<file path="src/rtl/vga_pkg.sv">
// Shared VGA timing constants and colour types for the timing controller
// and the overlay layers that feed it.
package vga_pkg;

    // Default system clocks per pixel (100 MHz sys clock -> 25 MHz pixels).
    localparam int unsigned CLK_DIV_DEF = 4;

    // 640x480 @ 60 Hz horizontal timing, in pixels.
    localparam int unsigned H_ACTIVE = 640;
    localparam int unsigned H_FP     = 16;
    localparam int unsigned H_SYNC   = 96;
    localparam int unsigned H_BP     = 48;
    localparam int unsigned H_TOTAL  = H_ACTIVE + H_FP + H_SYNC + H_BP;

    // Vertical timing, in lines.
    localparam int unsigned V_ACTIVE = 480;
    localparam int unsigned V_FP     = 10;
    localparam int unsigned V_SYNC   = 2;
    localparam int unsigned V_BP     = 33;
    localparam int unsigned V_TOTAL  = V_ACTIVE + V_FP + V_SYNC + V_BP;

    // Sync windows (inclusive bounds).
    localparam int unsigned H_SYNC_START = H_ACTIVE + H_FP;
    localparam int unsigned H_SYNC_END   = H_ACTIVE + H_FP + H_SYNC - 1;
    localparam int unsigned V_SYNC_START = V_ACTIVE + V_FP;
    localparam int unsigned V_SYNC_END   = V_ACTIVE + V_FP + V_SYNC - 1;

    // Widths shared with the overlay modules.
    localparam int unsigned RGB_W = 12;
    localparam int unsigned CNT_W = 10;

    typedef logic [RGB_W-1:0] rgb_t;
    typedef logic [CNT_W-1:0] cnt_t;

    typedef struct packed {
        logic [3:0] r;
        logic [3:0] g;
        logic [3:0] b;
    } rgb_s;

    // Unsigned inclusive window test used for the sync decodes.
    function automatic logic in_range(input cnt_t v, input cnt_t lo, input cnt_t hi);
        return (v >= lo) && (v <= hi);
    endfunction

endpackage

</file>
<file path="src/rtl/vga_timing_ctrl_if.sv">
// Pixel-side and pin-side signals of the VGA timing controller.
// master: the timing controller; slave: overlays / pin sink.
interface vga_timing_ctrl_if
    import vga_pkg::*;
();
    rgb_t       pix_rgb;
    cnt_t       col;
    cnt_t       row;
    logic       video_on;
    logic       pix_en;
    logic       frame_start;
    logic       hs;
    logic       vs;
    logic [3:0] vga_r;
    logic [3:0] vga_g;
    logic [3:0] vga_b;

    modport master (
        input  pix_rgb,
        output col, row, video_on, pix_en, frame_start,
        output hs, vs, vga_r, vga_g, vga_b
    );

    modport slave (
        output pix_rgb,
        input  col, row, video_on, pix_en, frame_start,
        input  hs, vs, vga_r, vga_g, vga_b
    );
endinterface

</file>
<file path="src/rtl/vga_timing_ctrl_pix_clk_div.sv">
// Pixel-rate divider: counts 0..CLK_DIV-1 and strobes pix_en on the last
// system clock of each pixel period. CLK_DIV must be at least 2 so that
// pix_en is low while the divider is held in reset.
module pix_clk_div #(
    parameter int unsigned CLK_DIV = 4
) (
    input  logic clk,
    input  logic rst_n,
    output logic pix_en
);
    localparam int unsigned DIV_W = (CLK_DIV > 1) ? $clog2(CLK_DIV) : 1;
    localparam logic [DIV_W-1:0] DIV_LAST = DIV_W'(CLK_DIV - 1);

    logic [DIV_W-1:0] div_q;
    logic [DIV_W-1:0] div_d;

    // Next divider value: wrap at the last clock of the pixel.
    always_comb begin
        div_d = div_q + DIV_W'(1);
        if (div_q == DIV_LAST) begin
            div_d = '0;
        end
    end

    // Divider register.
    always_ff @(posedge clk or negedge rst_n) begin
        if (!rst_n) begin
            div_q <= '0;
        end else begin
            div_q <= div_d;
        end
    end

    assign pix_en = (div_q == DIV_LAST);

endmodule

</file>
<file path="src/rtl/vga_timing_ctrl.sv">
// VGA timing controller: pixel divider, col/row counters, sync decode and a
// one-pixel registered output stage so colour and sync reach the pins with
// identical latency. Totals must not exceed 1024 (10-bit counters).
module vga_timing_ctrl
    import vga_pkg::*;
#(
    parameter int unsigned CLK_DIV  = vga_pkg::CLK_DIV_DEF,
    parameter int unsigned H_ACTIVE = vga_pkg::H_ACTIVE,
    parameter int unsigned H_FP     = vga_pkg::H_FP,
    parameter int unsigned H_SYNC   = vga_pkg::H_SYNC,
    parameter int unsigned H_BP     = vga_pkg::H_BP,
    parameter int unsigned V_ACTIVE = vga_pkg::V_ACTIVE,
    parameter int unsigned V_FP     = vga_pkg::V_FP,
    parameter int unsigned V_SYNC   = vga_pkg::V_SYNC,
    parameter int unsigned V_BP     = vga_pkg::V_BP
) (
    input  logic              clk,
    input  logic              rst_n,
    vga_timing_ctrl_if.master vif
);
    localparam int unsigned H_TOT = H_ACTIVE + H_FP + H_SYNC + H_BP;
    localparam int unsigned V_TOT = V_ACTIVE + V_FP + V_SYNC + V_BP;

    localparam cnt_t H_LAST   = CNT_W'(H_TOT - 1);
    localparam cnt_t V_LAST   = CNT_W'(V_TOT - 1);
    localparam cnt_t H_ACT_C  = CNT_W'(H_ACTIVE);
    localparam cnt_t V_ACT_C  = CNT_W'(V_ACTIVE);
    localparam cnt_t HS_START = CNT_W'(H_ACTIVE + H_FP);
    localparam cnt_t HS_END   = CNT_W'(H_ACTIVE + H_FP + H_SYNC - 1);
    localparam cnt_t VS_START = CNT_W'(V_ACTIVE + V_FP);
    localparam cnt_t VS_END   = CNT_W'(V_ACTIVE + V_FP + V_SYNC - 1);

    logic pix_en;

    cnt_t col_q, col_d;
    cnt_t row_q, row_d;

    logic video_on;
    logic hs_raw;
    logic vs_raw;

    rgb_s rgb_q, rgb_d;
    logic hs_q, hs_d;
    logic vs_q, vs_d;

    pix_clk_div #(
        .CLK_DIV (CLK_DIV)
    ) u_pix_clk_div (
        .clk    (clk),
        .rst_n  (rst_n),
        .pix_en (pix_en)
    );

    // Raster position advance: col each pixel, row on col wrap.
    always_comb begin
        col_d = col_q;
        row_d = row_q;
        if (pix_en) begin
            if (col_q == H_LAST) begin
                col_d = '0;
                if (row_q == V_LAST) begin
                    row_d = '0;
                end else begin
                    row_d = row_q + CNT_W'(1);
                end
            end else begin
                col_d = col_q + CNT_W'(1);
            end
        end
    end

    // Raster position registers.
    always_ff @(posedge clk or negedge rst_n) begin
        if (!rst_n) begin
            col_q <= '0;
            row_q <= '0;
        end else begin
            col_q <= col_d;
            row_q <= row_d;
        end
    end

    // Decodes of the current position; stable for a whole pixel period.
    always_comb begin
        video_on = (col_q < H_ACT_C) && (row_q < V_ACT_C);
        hs_raw   = ~in_range(col_q, HS_START, HS_END);
        vs_raw   = ~in_range(row_q, VS_START, VS_END);
    end

    // Output stage next values: capture colour and sync at pixel end.
    always_comb begin
        rgb_d = rgb_q;
        hs_d  = hs_q;
        vs_d  = vs_q;
        if (pix_en) begin
            rgb_d = video_on ? rgb_s'(vif.pix_rgb) : '0;
            hs_d  = hs_raw;
            vs_d  = vs_raw;
        end
    end

    // Output stage registers; sync idles high.
    always_ff @(posedge clk or negedge rst_n) begin
        if (!rst_n) begin
            rgb_q <= '0;
            hs_q  <= 1'b1;
            vs_q  <= 1'b1;
        end else begin
            rgb_q <= rgb_d;
            hs_q  <= hs_d;
            vs_q  <= vs_d;
        end
    end

    assign vif.col         = col_q;
    assign vif.row         = row_q;
    assign vif.video_on    = video_on;
    assign vif.pix_en      = pix_en;
    assign vif.frame_start = pix_en && (col_q == '0) && (row_q == '0);
    assign vif.hs          = hs_q;
    assign vif.vs          = vs_q;
    assign vif.vga_r       = rgb_q.r;
    assign vif.vga_g       = rgb_q.g;
    assign vif.vga_b       = rgb_q.b;

endmodule
</file>
<file path="src/flat_wrapper.sv">
// flat-port wrapper written by rule: the top's interface ports become plain ports
module vga_timing_ctrl_flat import vga_pkg::*;
#(
    parameter int unsigned CLK_DIV  = vga_pkg::CLK_DIV_DEF,
    parameter int unsigned H_ACTIVE = vga_pkg::H_ACTIVE,
    parameter int unsigned H_FP     = vga_pkg::H_FP,
    parameter int unsigned H_SYNC   = vga_pkg::H_SYNC,
    parameter int unsigned H_BP     = vga_pkg::H_BP,
    parameter int unsigned V_ACTIVE = vga_pkg::V_ACTIVE,
    parameter int unsigned V_FP     = vga_pkg::V_FP,
    parameter int unsigned V_SYNC   = vga_pkg::V_SYNC,
    parameter int unsigned V_BP     = vga_pkg::V_BP
)
  (clk, rst_n, vif_pix_rgb, vif_col, vif_row, vif_video_on, vif_pix_en, vif_frame_start, vif_hs, vif_vs, vif_vga_r, vif_vga_g, vif_vga_b);
  vga_timing_ctrl_if vif_i ();
  input  logic clk;
  input  logic rst_n;
  input wire logic [$bits(vif_i.pix_rgb)-1:0] vif_pix_rgb;
  output wire logic [$bits(vif_i.col)-1:0] vif_col;
  output wire logic [$bits(vif_i.row)-1:0] vif_row;
  output wire logic [$bits(vif_i.video_on)-1:0] vif_video_on;
  output wire logic [$bits(vif_i.pix_en)-1:0] vif_pix_en;
  output wire logic [$bits(vif_i.frame_start)-1:0] vif_frame_start;
  output wire logic [$bits(vif_i.hs)-1:0] vif_hs;
  output wire logic [$bits(vif_i.vs)-1:0] vif_vs;
  output wire logic [$bits(vif_i.vga_r)-1:0] vif_vga_r;
  output wire logic [$bits(vif_i.vga_g)-1:0] vif_vga_g;
  output wire logic [$bits(vif_i.vga_b)-1:0] vif_vga_b;
  assign vif_i.pix_rgb = vif_pix_rgb;
  assign vif_col = vif_i.col;
  assign vif_row = vif_i.row;
  assign vif_video_on = vif_i.video_on;
  assign vif_pix_en = vif_i.pix_en;
  assign vif_frame_start = vif_i.frame_start;
  assign vif_hs = vif_i.hs;
  assign vif_vs = vif_i.vs;
  assign vif_vga_r = vif_i.vga_r;
  assign vif_vga_g = vif_i.vga_g;
  assign vif_vga_b = vif_i.vga_b;
  vga_timing_ctrl #(.CLK_DIV(CLK_DIV), .H_ACTIVE(H_ACTIVE), .H_FP(H_FP), .H_SYNC(H_SYNC), .H_BP(H_BP), .V_ACTIVE(V_ACTIVE), .V_FP(V_FP), .V_SYNC(V_SYNC), .V_BP(V_BP)) u_core (.clk(clk), .rst_n(rst_n), .vif(vif_i));
endmodule
</file>
<file path="config.mk">
export PLATFORM = sky130hd
export DESIGN_NAME = vga_timing_ctrl_flat
export DESIGN_NICKNAME = d
export VERILOG_FILES = /design/src/rtl/vga_pkg.sv /design/src/rtl/vga_timing_ctrl_if.sv /design/src/rtl/vga_timing_ctrl_pix_clk_div.sv /design/src/rtl/vga_timing_ctrl.sv /design/src/flat_wrapper.sv
export SDC_FILE = /design/constraint.sdc
export NUM_CORES = 1
export LEC_CHECK = 0
export ABC_AREA = 1
export BUFFER_PORTS_ARGS = -buffer_cell sky130_fd_sc_hd__buf_2
export CELL_PAD_IN_SITES_DETAIL_PLACEMENT = 1
export CELL_PAD_IN_SITES_GLOBAL_PLACEMENT = 2
export CORE_UTILIZATION = 25
export DETAILED_ROUTE_END_ITERATION = 8
export GPL_ROUTABILITY_DRIVEN = 0
export PLACE_DENSITY = 0.72
export RECOVER_POWER = 100
export REMOVE_ABC_BUFFERS = 1
export SETUP_SLACK_MARGIN = 0.4
export SYNTH_ARGS = -nofsm -noshare
export SYNTH_HDL_FRONTEND = slang
export SYNTH_HIERARCHICAL = 1
export SYNTH_SLANG_ARGS = --single-unit
</file>
<file path="constraint.sdc">
create_clock -name clk -period 1.3 [get_ports clk]
set_input_delay 0.13 -clock clk [delete_from_list [all_inputs] [get_ports clk]]
set_output_delay 0.13 -clock clk [all_outputs]
set_load 0.01 [all_outputs]
</file>
Yosys cells after proc, flatten, opt, wreduce, memory -nomap -nowiden

Index checks and enable logic that the tools add are counted.
W data, S select, Z words.

Register bits: 36
Bits in latches: 0
RAM bits: 0
ROM bits: 0
Input bits: 14
Memories: 0

Add/sub/neg operators: 3
Multiply operators: 0
Div/mod/pow operators: 0
Order comparisons: 6
Equal/unequal tests: 3
Shift operators: 0
Multiplexer cells: 4
Bitwise logic cells: 2
Reductions and logical operators: 8

Operator list:

| kind                    | number |
|---|---|
| $add A10 B1 Y10 const B | 2 |
| $eq A10 B10 Y1 const B  | 2 |
| $logic_not A10 Y1       | 2 |
| $mux W10                | 2 |
| $mux W12                | 1 |
| $ge A10 B10 Y1 const B  | 1 |
| $ge A10 B9 Y1 const B   | 1 |
| $le A10 B10 Y1 const B  | 1 |
| $le A10 B9 Y1 const B   | 1 |
| $lt A10 B10 Y1 const B  | 1 |
| $lt A10 B9 Y1 const B   | 1 |
| $logic_and A1 B1 Y1     | 5 |
| $add A2 B1 Y2 const B   | 1 |
| $eq A2 B2 Y1 const B    | 1 |
| $mux W2                 | 1 |
| $not A1 Y1              | 2 |
| $reduce_and A2 Y1       | 1 |

Depth between registers and ports, before layout

Gate-level depths: netlist (run 1).

Word-level depth: 3
Mapped depth: 9

By module

The synthesis (run 1) kept the hierarchy.

Modules (own cells, without submodules):

| module          | instances | cells an instance | area each (µm²) | sequential area each (µm²) |
|---|---|---|---|---|
| vga_timing_ctrl | 1         | 228               | 1803.0          | 853.3 |
| pix_clk_div     | 1         | 4                 | 66.3            | 50.0 |

Least setup slack after synthesis (run 1)

OpenSTA, ideal clock, no wires.

Path kind: reg-to-reg
From: register u_core.col_q[0] (netlist: u_core/vif.col[0])
To: register u_core.row_q[2] (netlist: u_core/vif.row[2])
Library setup time: 74 ps
Data arrival time: 1316 ps
Path slack: -90 ps
Cell stages (with the launch flop): 9
Buffers on the path: 1
Clock period less this slack: 1390 ps
Cells stage by stage: dfrtp_1 ha_1 nand3_1 nor2_2 nand2_4 nor2_8 buf_8 nand3_1 o21ai_2

Longest elaborated chain between the ends: 2

Ends and longest elaborated chain:

| item                        | RTL line              | source |
|---|---|---|
| start, declared             | vga_timing_ctrl.sv:35 | `cnt_t col_q, col_d;` |
| start signal, assigned      | vga_timing_ctrl.sv:78 | `col_q <= col_d;` |
| $eq A10 B10 Y1              | vga_timing_ctrl.sv:59 | `if (col_q == H_LAST) begin` |
| $reduce_and A2 Y1 (no line) | n/a                   |  |
| end signal, assigned        | vga_timing_ctrl.sv:79 | `row_q <= row_d;` |
| end, declared               | vga_timing_ctrl.sv:36 | `cnt_t row_q, row_d;` |

Every way passes these cells.
A chain may end at the register's enable or synchronous reset.

Worst setup path after layout (run 1)

From: register u_core.col_q[1] (netlist: u_core/vif.col[1])
To: output vif_frame_start

Longest elaborated chain between the ends: 3

Ends and longest elaborated chain:

| item                              | RTL line               | source |
|---|---|---|
| $logic_not A10 Y1                 | vga_timing_ctrl.sv:119 | `assign vif.frame_start = pix_en && (col_q == '0) && (row_q == '0);` |
| $logic_and A1 B1 Y1 (2 in series) | vga_timing_ctrl.sv:119 |  |
| end, declared                     | flat_wrapper.sv:23     | `output wire logic [$bits(vif_i.frame_start)-1:0] vif_frame_start;` |

Every way passes these cells.

==> results of run 1 <==
-- layout make-up --
class                   instances  area [um^2]  area share
clock inverters                 3         46.3      0.0135
well taps                      99          124      0.0361
inverters                      20         90.1      0.0263
flip-flops and latches         36          907       0.265
multi-input cells             171         1090       0.318
repair buffers                135         1100       0.322
clock buffers                   5         68.8      0.0201
-- path summary, 6_finish.rpt --
| check | from | to | slack, ns | depth (start not counted) |
|---|---|---|---|---|
| setup / recovery | u_core/vif.col[1] | vif_frame_start | -0.40 | 7 |
| hold / removal | vif_pix_rgb[4] | u_core/vif.vga_g[0] | 0.08 | 3 |
| setup reg to reg | u_core/vif.col[1] | u_core/vif.row[5] | -0.32 | 9 |
| hold reg to reg | u_core/vif.vga_b[0] | u_core/vif.vga_b[0] | 0.50 | 2 |
| max in group asynchronous | rst_n | u_core/vif.col[3] | 0.07 | 3 |
| min in group asynchronous | rst_n | u_core/vif.col[8] | 0.59 | 3 |
-- power by group --
| part | leakage (nW) | switching (mW) | internal [mW] | total (mW) |
|---|---|---|---|---|
| combinational | 1.18 | 0.0570 | 0.0406 | 0.0976 |
| clock | 0.0548 | 0.472 | 0.578 | 1.05 |
| sequential | 0.447 | 0.0108 | 1.14 | 1.15 |
| total | 1.68 | 0.540 | 1.76 | 2.30 |
-- cell usage after synthesis, drive strengths merged --
cell type	n
nand3b	1
ha	5
nand4	10
dfrtp	34
o21bai	1
clkbuf	4
nand3	10
dfstp	2
xnor2	4
nor2	31
nand2	71
inv	20
xor2	4
o21ai	22
a21oi	3
nor3	8
buf	2
-- worst reg2reg max path, cell delays in order, from the launching register on --
cell	delay, ns
dfrtp_1	0.37
buf_4	0.12
buf_6	0.09
ha_2	0.21
nand3_4	0.10
nor2_4	0.12
nand2_4	0.10
nor2_8	0.20
nand2_2	0.08
xnor2_1	0.12
-- layer usage --
layer | global-route usage | wire length (um) | vias up
li1 | - | - | 1028
met1 | 0.234 | 3010 | 1032
met2 | 0.331 | 3610 | 39
met3 | 0.0308 | 185 | 7
met4 | 0.0455 | 74 | 0
met5 | 0 | 0 | -
-- stage by stage --
stage / hold slack (ns) / worst slack, ns
2_1_floorplan: -0.166 / -0.469
5_1_grt: 0.0722 / -0.489
6_report: 0.0756 / -0.399
3_5_place_dp: 0.111 / -0.214
3_3_place_gp: 0.116 / -0.120
4_1_cts: 0.0638 / -0.338
-- state kept, by name, summed over array words and instances (netlist names) --
name and cells:
u_core/vif.vga_r 4, u_core/vif.vga_b 4, u_core/vif.row 10, u_core/vif.hs 1
u_core/vif.vs 1, u_core/vif.vga_g 4, u_core/vif.col 10, u_core/u_pix_clk_div/div_q 2
-- cells by family (layout without fill, tap and decap cells) --
| kind of cell | after synthesis | count (layout) |
|---|---|---|
| AO/OA/AOI/OAI | 26 | 26 |
| XOR/XNOR | 8 | 8 |
| adder cells (fa/ha/maj) | 5 | 5 |
| buffers and inverters | 26 | 163 |
| flip-flops | 36 | 36 |
| AND/OR/NAND/NOR | 131 | 132 |
-- timing repair --
action,CTS,global route
endpoints found under the hold margin,34,0
resized for setup,114,39
gates cloned,2,0
hold buffers,1,0
setup buffers,21,12
setup endpoints to repair,72,72
pin swaps,16,13
==> impl_metrics.json, run 1 <==
{
  "outcome": "finished, violations left",
  "failed_checks": "negative setup slack",
  "cp_max_fo": 2,
  "synth_area_mm2": 0.00187,
  "synthCells": 232,
  "clk_pin_slew_worst_paths_ns": 0.08,
  "fin_util": 0.472,
  "htree_num_levels": 2,
  "tns_ns": -6.24,
  "final_layout_size_suffix_gt1_frac": 0.514,
  "fin_skew_ns": 0.00422,
  "numCtsBuffers": 5,
  "yosysWarnings": 6,
  "cp_slowest_cell": "dfrtp_1",
  "grt_pass1_wl_mm": 10.9,
  "ios": 51,
  "worst_setup_path_start_kind": "flop",
  "cts.sinks": 36,
  "syn2layout_area_growth_pct": 83.3,
  "critPathArrivalTime_ns": 1.57,
  "critPathTopFamily": "simple AND/OR/NAND/NOR gates",
  "post_synth.cell_area_avg_um2": 8.06,
  "power_mw": 2.30,
  "layout_common_cells": "nand2_1 (55), buf_4 (49), buf_6 (38)",
  "rows": 31,
  "start_util": 0.258,
  "path_cells": "inv_2 > ha_4 > nand2_2 > nor3_2 > nand4_1 > nor2_2 > buf_2",
  "finalCriticalPeriod_ns": 1.70,
  "fp.coreArea_mm2": 0.00725,
  "antenna_found_initial": 0,
  "fillers": 880,
  "grt_max_degree": 37,
  "critPathBufInv": 2,
  "rsz0062_at_grt": "yes",
  "vias": 2106,
  "cts_tree": "built",
  "finalMaxSlewViolations": 0,
  "setup_viol": 38,
  "synthSimpleGateAreaFrac": 0.311,
  "dpl_cell_area_mm2": 0.00261,
  "synthAdderAreaFrac": 0.0335,
  "drv_cap": 0,
  "grt-ovfl-total": 0,
  "clk_latency_ns": 0.29,
  "synth_top_family_by_area": "simple AND/OR/NAND/NOR gates",
  "crit_path_max_incr_delay_ns": 0.40,
  "synthXorXnorAreaFrac": 0.0375,
  "power.density_mw_per_mm2": 670,
  "die_y_um": 88.5,
  "dr.pass1.iters": 4,
  "dp.cells": 425,
  "yosys-top-cells-area": "dfrtp_1 (46%), nand2_1 (14%), nor2_1 (5.6%), o21ai_0 (5.1%), inv_1 (3.6%)",
  "wl_per_cell_um": 14.7,
  "synth.distinct_cells": 27,
  "relSlewSlack": 0.380,
  "drc": 0,
  "fmax_mhz": 589,
  "p_leak_nw": 1.68,
  "endpoint_kind": "output pin",
  "ant_nets": 0,
  "dieWidth_um": 88.5,
  "hold_viol": 0,
  "drtIter0Drc": 64,
  "viasPerCell": 4.49,
  "hold_path_class": "primary input to flop",
  "grt_pass1_vias": 2154,
  "final_area_mm2": 0.00343,
  "worst_slack_ns": -0.399,
  "hpwl_mm": 4.49,
  "nets": 388,
  "cts.path.max_buffers": 2,
  "drt-total-wl_mm": 6.89,
  "fin_crit_sh": 1.31,
  "cts_root_buf": "clkbuf_8",
  "numPortBuffers": 50,
  "yosysSeqAreaShare": 0.483,
  "required_ns": 1.17,
  "yosys.area.top_type": "dfrtp_1",
  "synth_compound_area_frac": 0.0750,
  "grt_util_all_layers": 0.186,
  "fin_cells": 469,
  "final_common_cell": "nand2_1",
  "synth_mux_area_frac": 0,
  "dieArea_mm2": 0.00783,
  "ir_worst_vdd_mv": 0.354,
  "tightestPinTransition_ns": 0.930,
  "yosys.area.top_type_share": 0.455,
  "ys_seq_elements": 36,
  "critical_path_class": "flop to output pin",
  "diodes": 0
}
Note: power is estimated with default switching activity, not from simulation.
==> run 2: changes to the inputs <==
--- a/config.mk
+++ b/config.mk
@@ -12,6 +12,7 @@
 export CORE_UTILIZATION = 25
 export DETAILED_ROUTE_END_ITERATION = 8
 export GPL_ROUTABILITY_DRIVEN = 0
+export HOLD_SLACK_MARGIN = 0.08
 export PLACE_DENSITY = 0.72
 export RECOVER_POWER = 100
 export REMOVE_ABC_BUFFERS = 1
==> run 2 against run 1 <==
  * The run still ends with negative setup slack left
  * Global-route usage is 0.24 points higher
  * Sequential share of layout area fell by 0.93 points
  * Clock power hardly changed
  * Critical path type unchanged
==> impl_metrics.json, run 2 (same netlist as run 1, synthesis figures left out) <==
{
  "setup_viol": 39,
  "antenna_found_initial": 0,
  "grt_pass1_vias": 2211,
  "tns_ns": -5.30,
  "crit_path_max_incr_delay_ns": 0.41,
  "hold_viol": 0,
  "ant_nets": 0,
  "r2r-end": "u_core/vif.row[5]",
  "drc": 0,
  "power_switching_mw": 0.546,
  "grt_max_degree": 37,
  "diodes": 0,
  "ir_worst_vdd_mv": 0.423,
  "endpoint_kind": "output pin",
  "fillers": 873,
  "viasPerCell": 4.49,
  "cp_slowest_cell": "dfrtp_1",
  "ff_latch_area_um2": 907,
  "cts.sinks": 36,
  "reg2regPathDepth": 9,
  "rows": 31,
  "fin_util": 0.490,
  "p_int_mw": 1.77,
  "ff2ff_setup_slack_ns": -0.27,
  "critical_path_class": "flop to output pin",
  "vias": 2150,
  "tightestPinTransition_ns": 0.923,
  "numPortBuffers": 50,
  "multi_input_area_mm2": 0.00110,
  "critPathArrivalTime_ns": 1.59,
  "hold_path_class": "primary input to flop",
  "final_layout_size_suffix_gt1_frac": 0.503,
  "fin_crit_sh": 1.32,
  "drt-total-wl_mm": 7.05,
  "path_cells": "inv_2 > ha_4 > nand2_2 > nor3_2 > nand4_1 > nor2_2 > buf_2",
  "ios": 51,
  "clk_pin_slew_worst_paths_ns": 0.09,
  "dr.pass1.iters": 4,
  "holdWs_ns": 0.0851,
  "fin_cells": 479,
  "relSlewSlack": 0.385,
  "numCtsBuffers": 5,
  "htree_num_levels": 2,
  "cp_max_fo": 2,
  "finalMaxSlewViolations": 0,
  "cts.path.max_buffers": 2,
  "fmax_mhz": 582,
  "drtIter0Drc": 64,
  "grt_pass1_wl_mm": 11.1,
  "power.density_mw_per_mm2": 653,
  "fin_skew_ns": 0.00564,
  "dieArea_mm2": 0.00783,
  "grt_util_all_layers": 0.188,
  "critPathBufInv": 2,
  "cts_tree": "built",
  "failed_checks": "negative setup slack",
  "p_leak_nw": 1.73,
  "clk_latency_ns": 0.30,
  "power_frac_seq": 0.495,
  "swShare": 0.235,
  "r2r-start": "u_core/vif.col[1]",
  "die_y_um": 88.5,
  "worst_setup_path_start_kind": "flop",
  "critPathTopFamily": "simple AND/OR/NAND/NOR gates",
  "wl_per_cell_um": 14.7,
  "cts_root_buf": "clkbuf_8",
  "layout_common_cells": "nand2_1 (56), buf_4 (51), buf_6 (41)",
  "dp.cells": 425,
  "worstHoldStart": "vif_pix_rgb[10]",
  "pwr-share-comb": 0.052,
  "final_common_cell": "nand2_1",
  "rsz0062_at_grt": "yes",
  "hpwl_mm": 4.49,
  "dieWidth_um": 88.5,
  "whs_endpoint": "u_core/vif.vga_r[2]",
  "finalCriticalPeriod_ns": 1.72,
  "fp.coreArea_mm2": 0.00725,
  "outcome": "finished, violations left",
  "min_path_cells": 3,
  "grt-ovfl-total": 0,
  "syn2layout_area_growth_pct": 90.0,
  "drv_cap": 0,
  "nets": 398,
  "worst_slack_ns": -0.418,
  "clkPwrFrac": 0.454,
  "start_util": 0.258,
  "required_ns": 1.17
}
-- run 2: per-stage QoR --
stage,worst slack (ns),instance area [um^2],power (mW)
5_1_grt,-0.501,3550,2.40
4_1_cts,-0.338,3420,2.36
3_5_place_dp,-0.214,2610,1.27
3_3_place_gp,-0.120,2610,1.26
6_report,-0.418,3550,2.32
2_1_floorplan,-0.469,1830,1.19
-- run 2: worst register-to-register path, cell delays in order (launching register included) --
cell     delay, ns
dfrtp_1       0.38
buf_4         0.12
buf_6         0.10
ha_4          0.15
nand3_4       0.08
nor2_4        0.12
nand2_4       0.11
nor2_8        0.20
nand2_2       0.08
xnor2_1       0.12
-- run 2: final cells by class --
cell class | instances | area share
repair buffers | 145 | 0.343
inverters | 20 | 0.0254
flip-flops and latches | 36 | 0.255
clock buffers | 5 | 0.0194
multi-input cells | 171 | 0.309
well taps | 99 | 0.0349
clock inverters | 3 | 0.0130
-- run 2: power groups by stage --
stage          combinational (mW)  sequential, mW  clock, mW
4_1_cts                     0.128            1.15       1.08
3_3_place_gp               0.0939            1.17          0
3_5_place_dp               0.0970            1.17          0
5_1_grt                     0.135            1.15       1.11
6_report                    0.120            1.15       1.05
2_1_floorplan              0.0133            1.18          0
-- run 2: metal layers --
layer  track usage  routed length (um)  vias up
met4        0.0557                  73        0
li1              -                   -     1045
met5             0                   0        -
met3        0.0289                 176        8
met2         0.333                3760       41
met1         0.237                3040     1056
-- run 2: timing repair --
action | CTS | global route
endpoints found under the setup margin | 72 | 72
gates cloned | 2 | 0
hold endpoints to repair | 45 | 0
buffers inserted | 21 | 13
gates resized for setup | 114 | 38
pin swaps | 16 | 14
hold buffers | 10 | 0
-- run 2: worst max path at each step --
| stage | from | to | slack (ns) | depth (start not counted) |
|---|---|---|---|---|
| final | u_core/vif.col[1] | vif_frame_start | -0.42 | 7 |
| after global routing | u_core/vif.col[1] | vif_frame_start | -0.50 | 7 |
| after CTS | u_core/vif.col[1] | vif_frame_start | -0.34 | 7 |
| after detailed placement | u_core/vif.col[1] | u_core/vif.row[3] | -0.21 | 8 |
| after global placement | u_core/vif.col[0] | u_core/vif.row[5] | -0.12 | 7 |
| after floorplan | u_core/u_pix_clk_div/div_q[0] | u_core/vif.row[6] | -0.47 | 5 |
